## config.mk

```make
export PLATFORM = sky130hd
export DESIGN_NAME = adder_seq_ctrl_flat
export DESIGN_NICKNAME = d
export VERILOG_FILES = /design/src/rtl/adder_seq_ctrl_if.sv /design/src/rtl/adder_seq_ctrl.sv /design/src/flat_wrapper.sv
export SDC_FILE = /design/constraint.sdc
export NUM_CORES = 1
export LEC_CHECK = 0
export BUFFER_PORTS_ARGS = -buffer_cell sky130_fd_sc_hd__buf_4
export CELL_PAD_IN_SITES_DETAIL_PLACEMENT = 0
export CELL_PAD_IN_SITES_GLOBAL_PLACEMENT = 2
export CORE_MARGIN = 5
export CORE_UTILIZATION = 33
export CTS_CLUSTER_SIZE = 20
export DETAILED_ROUTE_END_ITERATION = 8
export GPL_TIMING_DRIVEN = 0
export PLACE_DENSITY = 0.78
export SKIP_LAST_GASP = 1
export SLEW_MARGIN = 20
export SYNTH_ARGS = -nofsm -noshare
export SYNTH_HDL_FRONTEND = slang
export SYNTH_SLANG_ARGS = --single-unit
```

## constraint.sdc

```tcl
create_clock -name clk -period 4.6 [get_ports clk]
set_input_delay 0.46 -clock clk [delete_from_list [all_inputs] [get_ports clk]]
set_output_delay 0.46 -clock clk [all_outputs]
set_load 0.05 [all_outputs]
```

## src/rtl/adder_seq_ctrl_if.sv

```systemverilog
// Request/response bundle between a requester and the multi-word add/sub sequencer.
// The requester drives start/sub/a/b; the sequencer returns status and the result.
interface adder_seq_ctrl_if #(
    parameter int NWORDS = 4
);
    localparam int W = 16 * NWORDS;

    logic         start;
    logic         sub;
    logic [W-1:0] a;
    logic [W-1:0] b;
    logic         ready;
    logic         busy;
    logic         done;
    logic [W-1:0] result;
    logic         cout;
    logic         ovf;

    modport master (
        output start, sub, a, b,
        input  ready, busy, done, result, cout, ovf
    );

    modport slave (
        input  start, sub, a, b,
        output ready, busy, done, result, cout, ovf
    );
endinterface

```

## src/rtl/adder_seq_ctrl.sv

```systemverilog
// Multi-word add/subtract sequencer: one 16-bit slice per cycle through a shared adder16,
// least significant slice first, with the carry held in a register between slices.
module adder16 (
    input  logic [15:0] x,
    input  logic [15:0] y,
    input  logic        cin,
    output logic [15:0] sum,
    output logic        cout
);
    assign {cout, sum} = 17'(x) + 17'(y) + 17'(cin);
endmodule

module adder_seq_ctrl #(
    parameter int NWORDS = 4
) (
    input  logic            clk,
    input  logic            rst,
    adder_seq_ctrl_if.slave bus
);
    localparam int W  = 16 * NWORDS;
    localparam int IW = $clog2(NWORDS);
    localparam logic [IW-1:0] LAST = IW'(NWORDS - 1);

    typedef enum logic [1:0] {
        IDLE,
        RUN,
        DONE
    } state_t;

    state_t         state;
    state_t         state_n;
    logic [IW-1:0]  idx;
    logic           carry;
    logic [W-1:0]   areg;
    logic [W-1:0]   breg;
    logic [W-1:0]   result_q;
    logic           cout_q;
    logic           ovf_q;
    logic [15:0]    add_x;
    logic [15:0]    add_y;
    logic [15:0]    add_sum;
    logic           add_cout;

    // Subtraction is A + ~B + 1: B is inverted at capture and the carry seeds the +1.
    assign add_x = areg[{idx, 4'b0000} +: 16];
    assign add_y = breg[{idx, 4'b0000} +: 16];

    adder16 u_adder16 (
        .x    (add_x),
        .y    (add_y),
        .cin  (carry),
        .sum  (add_sum),
        .cout (add_cout)
    );

    always_ff @(posedge clk) begin
        if (rst) begin
            state <= IDLE;
        end else begin
            state <= state_n;
        end
    end

    always_comb begin
        state_n = state;
        case (state)
            IDLE:    if (bus.start) state_n = RUN;
            RUN:     if (idx == LAST) state_n = DONE;
            DONE:    state_n = IDLE;
            default: state_n = IDLE;
        endcase
    end

    always_comb begin
        bus.ready = (state == IDLE);
        bus.busy  = (state == RUN);
        bus.done  = (state == DONE);
    end

    always_ff @(posedge clk) begin
        if (rst) begin
            idx      <= '0;
            carry    <= 1'b0;
            areg     <= '0;
            breg     <= '0;
            result_q <= '0;
            cout_q   <= 1'b0;
            ovf_q    <= 1'b0;
        end else begin
            case (state)
                IDLE: begin
                    if (bus.start) begin
                        areg     <= bus.a;
                        breg     <= bus.sub ? ~bus.b : bus.b;
                        carry    <= bus.sub;
                        idx      <= '0;
                        result_q <= '0;
                    end
                end
                RUN: begin
                    result_q[{idx, 4'b0000} +: 16] <= add_sum;
                    carry <= add_cout;
                    idx   <= idx + 1'b1;
                    if (idx == LAST) begin
                        cout_q <= add_cout;
                        ovf_q  <= (areg[W-1] == breg[W-1]) && (add_sum[15] != areg[W-1]);
                    end
                end
                default: ;
            endcase
        end
    end

    assign bus.result = result_q;
    assign bus.cout   = cout_q;
    assign bus.ovf    = ovf_q;
endmodule

```

## src/flat_wrapper.sv

```systemverilog
// flat-port wrapper written by rule: the top's interface ports become plain ports
module adder_seq_ctrl_flat 
#(
    parameter int NWORDS = 4
)
  (clk, rst, bus_start, bus_sub, bus_a, bus_b, bus_ready, bus_busy, bus_done, bus_result, bus_cout, bus_ovf);
  adder_seq_ctrl_if #(.NWORDS(NWORDS)) bus_i ();
  input  logic clk;
  input  logic rst;
  input wire logic [$bits(bus_i.start)-1:0] bus_start;
  input wire logic [$bits(bus_i.sub)-1:0] bus_sub;
  input wire logic [$bits(bus_i.a)-1:0] bus_a;
  input wire logic [$bits(bus_i.b)-1:0] bus_b;
  output wire logic [$bits(bus_i.ready)-1:0] bus_ready;
  output wire logic [$bits(bus_i.busy)-1:0] bus_busy;
  output wire logic [$bits(bus_i.done)-1:0] bus_done;
  output wire logic [$bits(bus_i.result)-1:0] bus_result;
  output wire logic [$bits(bus_i.cout)-1:0] bus_cout;
  output wire logic [$bits(bus_i.ovf)-1:0] bus_ovf;
  assign bus_i.start = bus_start;
  assign bus_i.sub = bus_sub;
  assign bus_i.a = bus_a;
  assign bus_i.b = bus_b;
  assign bus_ready = bus_i.ready;
  assign bus_busy = bus_i.busy;
  assign bus_done = bus_i.done;
  assign bus_result = bus_i.result;
  assign bus_cout = bus_i.cout;
  assign bus_ovf = bus_i.ovf;
  adder_seq_ctrl #(.NWORDS(NWORDS)) u_core (.clk(clk), .rst(rst), .bus(bus_i));
endmodule
```

==> results of run 1 <==
timing repair:
| action | 4_1_cts | 5_1_grt |
|---|---|---|
| hold buffers | 0 | 0 |
| setup endpoints to repair | 0 | 4 |
| resized for setup | 0 | 2 |
cells in the mapped netlist (all sizes together), types with 12 or more instances:
library cell and count:
nand3b 29, xnor2 71, clkbuf 47, a211oi 66
a22oi 29, o311ai 12, nor2 121, dfxtp 199
mux4 32, a21oi 79, a21o 12, buf 32
ha 19, o21ai 27, nand2 139
routing by layer:
layer,up-vias,part of all wire,track usage,wire [µm]
met5,-,0,0,0
met1,3879,0.47,0.296,15100
met3,18,0.058,0.0374,1840
met4,0,0.0095,0.0387,305
li1,4015,-,-,-
met2,254,0.46,0.318,14700
cell type report:
type,instances,share of cell area
tap,378,0.0401
timing repair buffer,198,0.126
buffer,79,0.0282
clock buffer,19,0.0384
clock inverter,13,0.0151
inverter,7,0.00223
sequential,199,0.338
multi-input combinational,720,0.412
power by group through the flow:
stage	logic [mW]	clock network, mW	registers [mW]
5_1_grt	0.873	1.69	1.89
3_3_place_gp	0.797	0	1.92
4_1_cts	0.803	1.61	1.88
6_report	0.795	1.59	1.88
2_1_floorplan	0.474	0	1.92
3_5_place_dp	0.801	0	1.92
flip-flops by register name, summed over array words and instances, names as in the netlist:
signal             cells
u_core.areg           64
u_core.breg           64
u_core.bus.result     64
u_core.idx             2
u_core.state           2
u_core.bus.cout        1
u_core.bus.ovf         1
u_core.carry           1
cells in the final DEF, fill, tap and decap left out, types with 32 or more instances in the layout:
cell type  Yosys  layout
nand2_1      139     139
xnor2_1       71      71
clkbuf_1      46      45
dfxtp_1      199     199
buf_4          0     198
a21oi_1       79      79
nor2_1       121     121
a211oi_1      65      65
mux4_2        32      32
metrics by stage:
stage | hold slack (ns) | cells | worst slack (ns) | utilization | power [mW]
after CTS | 0.242 | 1613 | 0.101 | 0.427 | 4.30
after detailed placement | 0.447 | 1581 | 0.126 | 0.404 | 2.72
final | 0.266 | 1613 | 0.310 | 0.427 | 4.27
after global placement | 0.440 | 1581 | 0.180 | 0.404 | 2.72
after floorplan | 0.433 | 1005 | 1.24 | - | 2.39
after global routing | 0.248 | 1613 | 0.0812 | 0.427 | 4.46
worst paths after layout:
| check | to | slack, ns |
|---|---|---|
| hold reg to reg | u_core.areg[60] | 0.46 |
| setup / recovery | u_core.bus.result[15] | 0.31 |
| setup reg to reg | u_core.bus.result[15] | 0.31 |
| hold / removal | u_core.areg[53] | 0.27 |
tightest hold or removal path, stage by stage:
cell and delay (ns):
buf_4 0.11, nand2_1 0.05, a21oi_1 0.05
kinds of logic (layout without fill, tap and decap cells):
kind of cell	count (synthesis)	count (layout)	share of synthesized area
adder cells (fa/ha/maj)	21	21	0.0302
AO/OA/AOI/OAI	248	248	0.181
AND/OR/NAND/NOR	346	346	0.169
multiplexers	32	32	0.0784
buffers and inverters	86	316	0.0389
flip-flops	199	199	0.433
XOR/XNOR	73	73	0.0695
==> metrics.md, run 1 <==
| Metric | Value |
|---|---|
| Pre-antenna DRT Iters | `6` |
| Initial antenna violation count | `0` |
| Num CTS Buffers | `17` |
| Static Leakage | `4.65 nW` |
| Latest clock arrival within the worst-skew pair | `0.44 ns` |
| Vias in the first global route | `8112` |
| RR Startpoint | `u_core.idx[0]` |
| CP max stage cell | `xnor2_1` |
| Cell Int Power | `2.95 mW` |
| Synth unique cells | `49` |
| Fin nets | `1375` |
| Detail Route Antenna Nets | `0` |
| Sequential Power Share | `0.441` |
| Critical path launch point type | `flip-flop` |
| Iter 0 DRT Violations | `571` |
| Crit Path Class | `flip-flop to flip-flop` |
| Outcome | `completed` |
| Total gr overflow | `0` |
| Worst Hold Path Cells | `3` |
| Worst Setup SP | `u_core.idx[0]` |
| Tightest Hold Check Type | `input pin to flip-flop` |
| Input/output buffers | `198` |
| CTS tree | `done` |
| Combinational Power Share | `0.186` |
| Global-route wire length before repair | `48500 µm` |
| Number of cells on the critical path | `11` |
| Die Height | `177 µm` |
| Critical-path maximum fanout | `10` |
| Post-synth net total | `1158` |
| Wirelength per Cell | `19.8 µm` |
| Num rows | `61` |
| HPWL Detailed | `25100 µm` |
| Headroom to the max-slew limit | `0.425` |
| Post-synth top flop | `dfxtp_1` |
| Critical path, cell by cell | `buf_2 -> buf_2 -> buf_2 -> mux4_2 -> ha_1 -> a21o_1 -> a311o_1 -> a21oi_1 -> o211ai_1 -> xnor2_1 -> o21ai_0` |
| Max-Cap Viols | `0` |
| Diodes inserted | `0` |
| Crit share post-route | `0.933` |
| Setup TNS | `0 ns` |
| CTS H-tree depth | `4` |
| Num ports | `201` |
| #FFs+latches synth | `199` |
| Synth warn | `0` |
| Max Buffers Root-to-Sink | `2` |
| Final hold vios | `0` |
| Die X | `177 µm` |
| Post-synthesis sequential area ratio | `0.433` |
| EDFF count, synth | `0` |
| Post-route cell area | `11800 µm²` |
| CP endpoint kind | `flip-flop` |
| Root Driver | `clkbuf_16` |
| Pins over their slew limit | `0` |
| Core area | `27600 µm²` |
| Largest net degree at the start of global routing | `21` |
| Setup-failing EPs final | `0` |
| Pwr Density | `362 nW/µm²` |
| Crit path max-delay family | `compound AO/OA/AOI/OAI gates` |
| Critical path arrival | `4.59 ns` |
| Footprint of the multi-input gates | `4850 µm²` |
| Post-synth top area cell | `dfxtp_1` |
| Post-DP Area | `11200 µm²` |
| Initial core utilization | `0.333` |
| Via/cell ratio | `5.06` |
| Top-area cell type share of the netlist area | `0.433` |
| Netlist Area Pre-Place | `9200 µm²` |
| Post-Route WL | `31900 µm` |
| Die area | `31300 µm²` |
| Crit path time final | `4.29 ns` |
| VDD IR-drop max | `0.207 mV` |
| RePlAce Congestion | `0.810` |
| Sw power | `1.31 mW` |
| RSZ-0062 raised after global routing | `no` |
| Buf/Inv on CP | `3` |
| Ys async rst share | `0` |
| Register area | `3980 µm²` |
| P&R area growth vs syn | `28.2%` |
| Fill count | `2896` |
| Hold Crit Start | `bus_a[53]` |
| Crit path top cell by count | `buf_2` |
| Worst-Margin Slew | `0.859 ns` |
| Worst path required time | `4.90 ns` |
| Setup Fix Bufs, Post-CTS | `0` |
| Cells after synthesis | `1005` |
| Clock sinks | `199` |
| Switching share of power | `0.308` |
| GRT Total Usage | `0.203` |
| Critical path's largest stage delay | `0.54 ns` |
| Layout cells sized above 1 | `0.244` |
| Via count | `8166` |
| Peak Freq | `233 MHz` |
| DRC errors left | `0` |
| Clock Power Share | `0.372` |
| Syn_area_per_cell | `9.15 µm²` |
| Worst Reg-to-Reg Cells | `11` |
| Clock slew at reported path FFs | `0.08 ns` |
| Synth top area cells | `dfxtp_1, mux4_2, xnor2_1` |
| Skew final | `0.0148 ns` |
Power figures use the tool's default switching activity.
==> run 2, diff against run 1 <==
--- a/config.mk
+++ b/config.mk
@@ -12,2 +12,3 @@
 export CORE_UTILIZATION = 33
+export CTS_CLUSTER_DIAMETER = 80
 export CTS_CLUSTER_SIZE = 20
@@ -15,3 +16,3 @@
 export GPL_TIMING_DRIVEN = 0
-export PLACE_DENSITY = 0.78
+export PLACE_DENSITY = 0.91
 export SKIP_LAST_GASP = 1
--- a/constraint.sdc
+++ b/constraint.sdc
@@ -3,2 +3,2 @@
 set_output_delay 0.46 -clock clk [all_outputs]
-set_load 0.05 [all_outputs]
+set_load 0.02 [all_outputs]
==> metrics.md, run 2 (synthesis results as in run 1) <==
| Metric | Value |
|---|---|
| Outcome | `completed` |
| Setup-failing EPs final | `0 (unchanged)` |
| Pwr Density | `351 nW/µm² (-3.1%)` |
| Pre-CTS setup slack | `0.245 ns (+0.119 ns)` |
| CP endpoint kind | `flip-flop` |
| Latest clock arrival within the worst-skew pair | `0.44 ns (about the same)` |
| Max-Cap Viols | `0 (unchanged)` |
| HPWL Detailed | `24100 µm (-4.0%)` |
| R2R Setup Slk | `0.40 ns (+0.09 ns)` |
| Core area | `27600 µm² (unchanged)` |
| RSZ-0062 raised after global routing | `no` |
| Min setup slack post-route | `0.396 ns (+0.0859 ns)` |
| Fin nets | `1375 (unchanged)` |
| Vias in the first global route | `8138 (+0.32%)` |
| VDD IR-drop max | `0.234 mV (+13%)` |
| Setup Fix Bufs, Post-CTS | `0 (unchanged)` |
| Critical-path maximum fanout | `10 (unchanged)` |
| Pre-antenna DRT Iters | `7 (+1)` |
| Max Buffers Root-to-Sink | `2 (unchanged)` |
| Crit path top cell by count | `buf_2` |
| Via/cell ratio | `5.04 (-0.40%)` |
| Tightest Hold Check Type | `input pin to flip-flop` |
| Fin util | `0.424 (-0.00222)` |
| Crit share post-route | `0.914 (-0.0187)` |
| Most frequent cells in the layout | `dfxtp_1, buf_4, nand2_1` |
| Pins over their slew limit | `0 (unchanged)` |
| Clock slew at reported path FFs | `0.08 ns (about the same)` |
| Iter 0 DRT Violations | `627 (+9.8%)` |
| Die area | `31300 µm² (unchanged)` |
| Wirelength per Cell | `18.9 µm (-4.5%)` |
| Post-DP Area | `11200 µm² (unchanged)` |
| Total gr overflow | `0 (unchanged)` |
| Buf/Inv on CP | `3 (unchanged)` |
| Commonest non-fill, non-tap cell in the layout | `dfxtp_1` |
| Critical path arrival | `4.50 ns (-0.09 ns)` |
| Largest net degree at the start of global routing | `20 (-4.8%)` |
| Skew final | `0.0180 ns (+0.00318 ns)` |
| Peak Freq | `238 MHz (+2.0%)` |
| Die X | `177 µm (unchanged)` |
| DRC errors left | `0 (unchanged)` |
| RePlAce Congestion | `0.856 (+5.7%)` |
| Post-route cell area | `11700 µm² (-0.52%)` |
| Num CTS Buffers | `17 (unchanged)` |
| GRT Total Usage | `0.195 (-0.00770)` |
| CTS H-tree depth | `4 (unchanged)` |
| Static Leakage | `4.62 nW (-0.65%)` |
| Critical path's largest stage delay | `0.51 ns (-0.03 ns)` |
| Initial antenna violation count | `0 (unchanged)` |
| Final hold vios | `0 (unchanged)` |
| Worst path required time | `4.90 ns (about the same)` |
| Setup TNS | `0 ns (unchanged)` |
| Headroom to the max-slew limit | `0.514 (+0.0888)` |
| Worst-Margin Slew | `0.729 ns (-0.130 ns)` |
| Clock sinks | `199 (unchanged)` |
| Diodes inserted | `0 (unchanged)` |
| Global-route wire length before repair | `47100 µm (-3.0%)` |
| Input/output buffers | `198 (unchanged)` |
| Via count | `8133 (-0.40%)` |
| Num ports | `201 (unchanged)` |
| Critical path, cell by cell | `buf_2 -> buf_2 -> buf_2 -> mux4_2 -> ha_1 -> a21o_1 -> a311o_1 -> a21oi_1 -> o211ai_1 -> xnor2_1 -> o21ai_0` |
| Initial core utilization | `0.333 (unchanged)` |
| Crit path max-delay family | `compound AO/OA/AOI/OAI gates` |
| Detail Route Antenna Nets | `0 (unchanged)` |
| CP max stage cell | `xnor2_1` |
| Crit path time final | `4.20 ns (-0.0859 ns)` |
| P&R area growth vs syn | `27.5%` |
| Layout cells sized above 1 | `0.243 (-0.000810)` |
| Crit Path Class | `flip-flop to flip-flop` |
| Die Height | `177 µm (unchanged)` |
| CTS tree | `done` |
| Post-Route WL | `30500 µm (-4.5%)` |
| Num rows | `61 (unchanged)` |
| Fill count | `2861 (-1.2%)` |
| Critical path launch point type | `flip-flop` |
| Root Driver | `clkbuf_16` |
==> run 2: through the flow <==
step	instances	hold WS, ns	power [mW]
2_1_floorplan	1005	0.433	2.37
3_3_place_gp	1581	0.438	2.68
3_5_place_dp	1581	0.444	2.68
4_1_cts	1613	0.251	4.13
5_1_grt	1613	0.250	4.30
6_report	1613	0.257	4.11
==> run 2: worst paths after layout <==
check                               end  depth (start not counted)       startpoint
setup / recovery  u_core.bus.result[15]                         11    u_core.idx[0]
hold / removal           u_core.areg[4]                          3         bus_a[4]
setup reg to reg  u_core.bus.result[15]                         11    u_core.idx[0]
hold reg to reg         u_core.areg[18]                          2  u_core.areg[18]
==> run 2: final cells by class <==
cell class                 instances  area [µm²]  area share
tap                              378         473      0.0403
clock inverter                    14         140      0.0120
buffer                            79         333      0.0284
sequential                       199        3980       0.340
timing repair buffer             198        1490       0.127
inverter                           7        26.3     0.00224
multi-input combinational        720        4850       0.414
clock buffer                      18         429      0.0366
==> run 2: timing repair <==
action,in CTS,in global routing
setup endpoints to repair,0,4
hold buffers,0,0
hold endpoints to repair,0,0
resized for setup,0,2
==> run 2: power breakdown <==
part           total (mW)  switching, mW  internal [mW]  leakage [nW]
clock network        1.47          0.745          0.722         0.277
registers            1.88         0.0619           1.82          1.63
logic               0.767          0.452          0.315          2.72
==> run 2: worst reg2reg max path, stage by stage, from the launching register on <==
cell      delay [ns]
dfxtp_1         0.42
buf_2           0.32
buf_2           0.40
buf_2           0.35
mux4_2          0.40
ha_1            0.38
a21o_1          0.27
a311o_1         0.39
a21oi_1         0.26
o211ai_1        0.19
xnor2_1         0.51
o21ai_0         0.19
==> run 2: routing by layer <==
metal	global-route usage	share of wire
met2	0.309	0.46
met5	0	0
met4	0.0503	0.015
met3	0.0376	0.061
met1	0.275	0.46
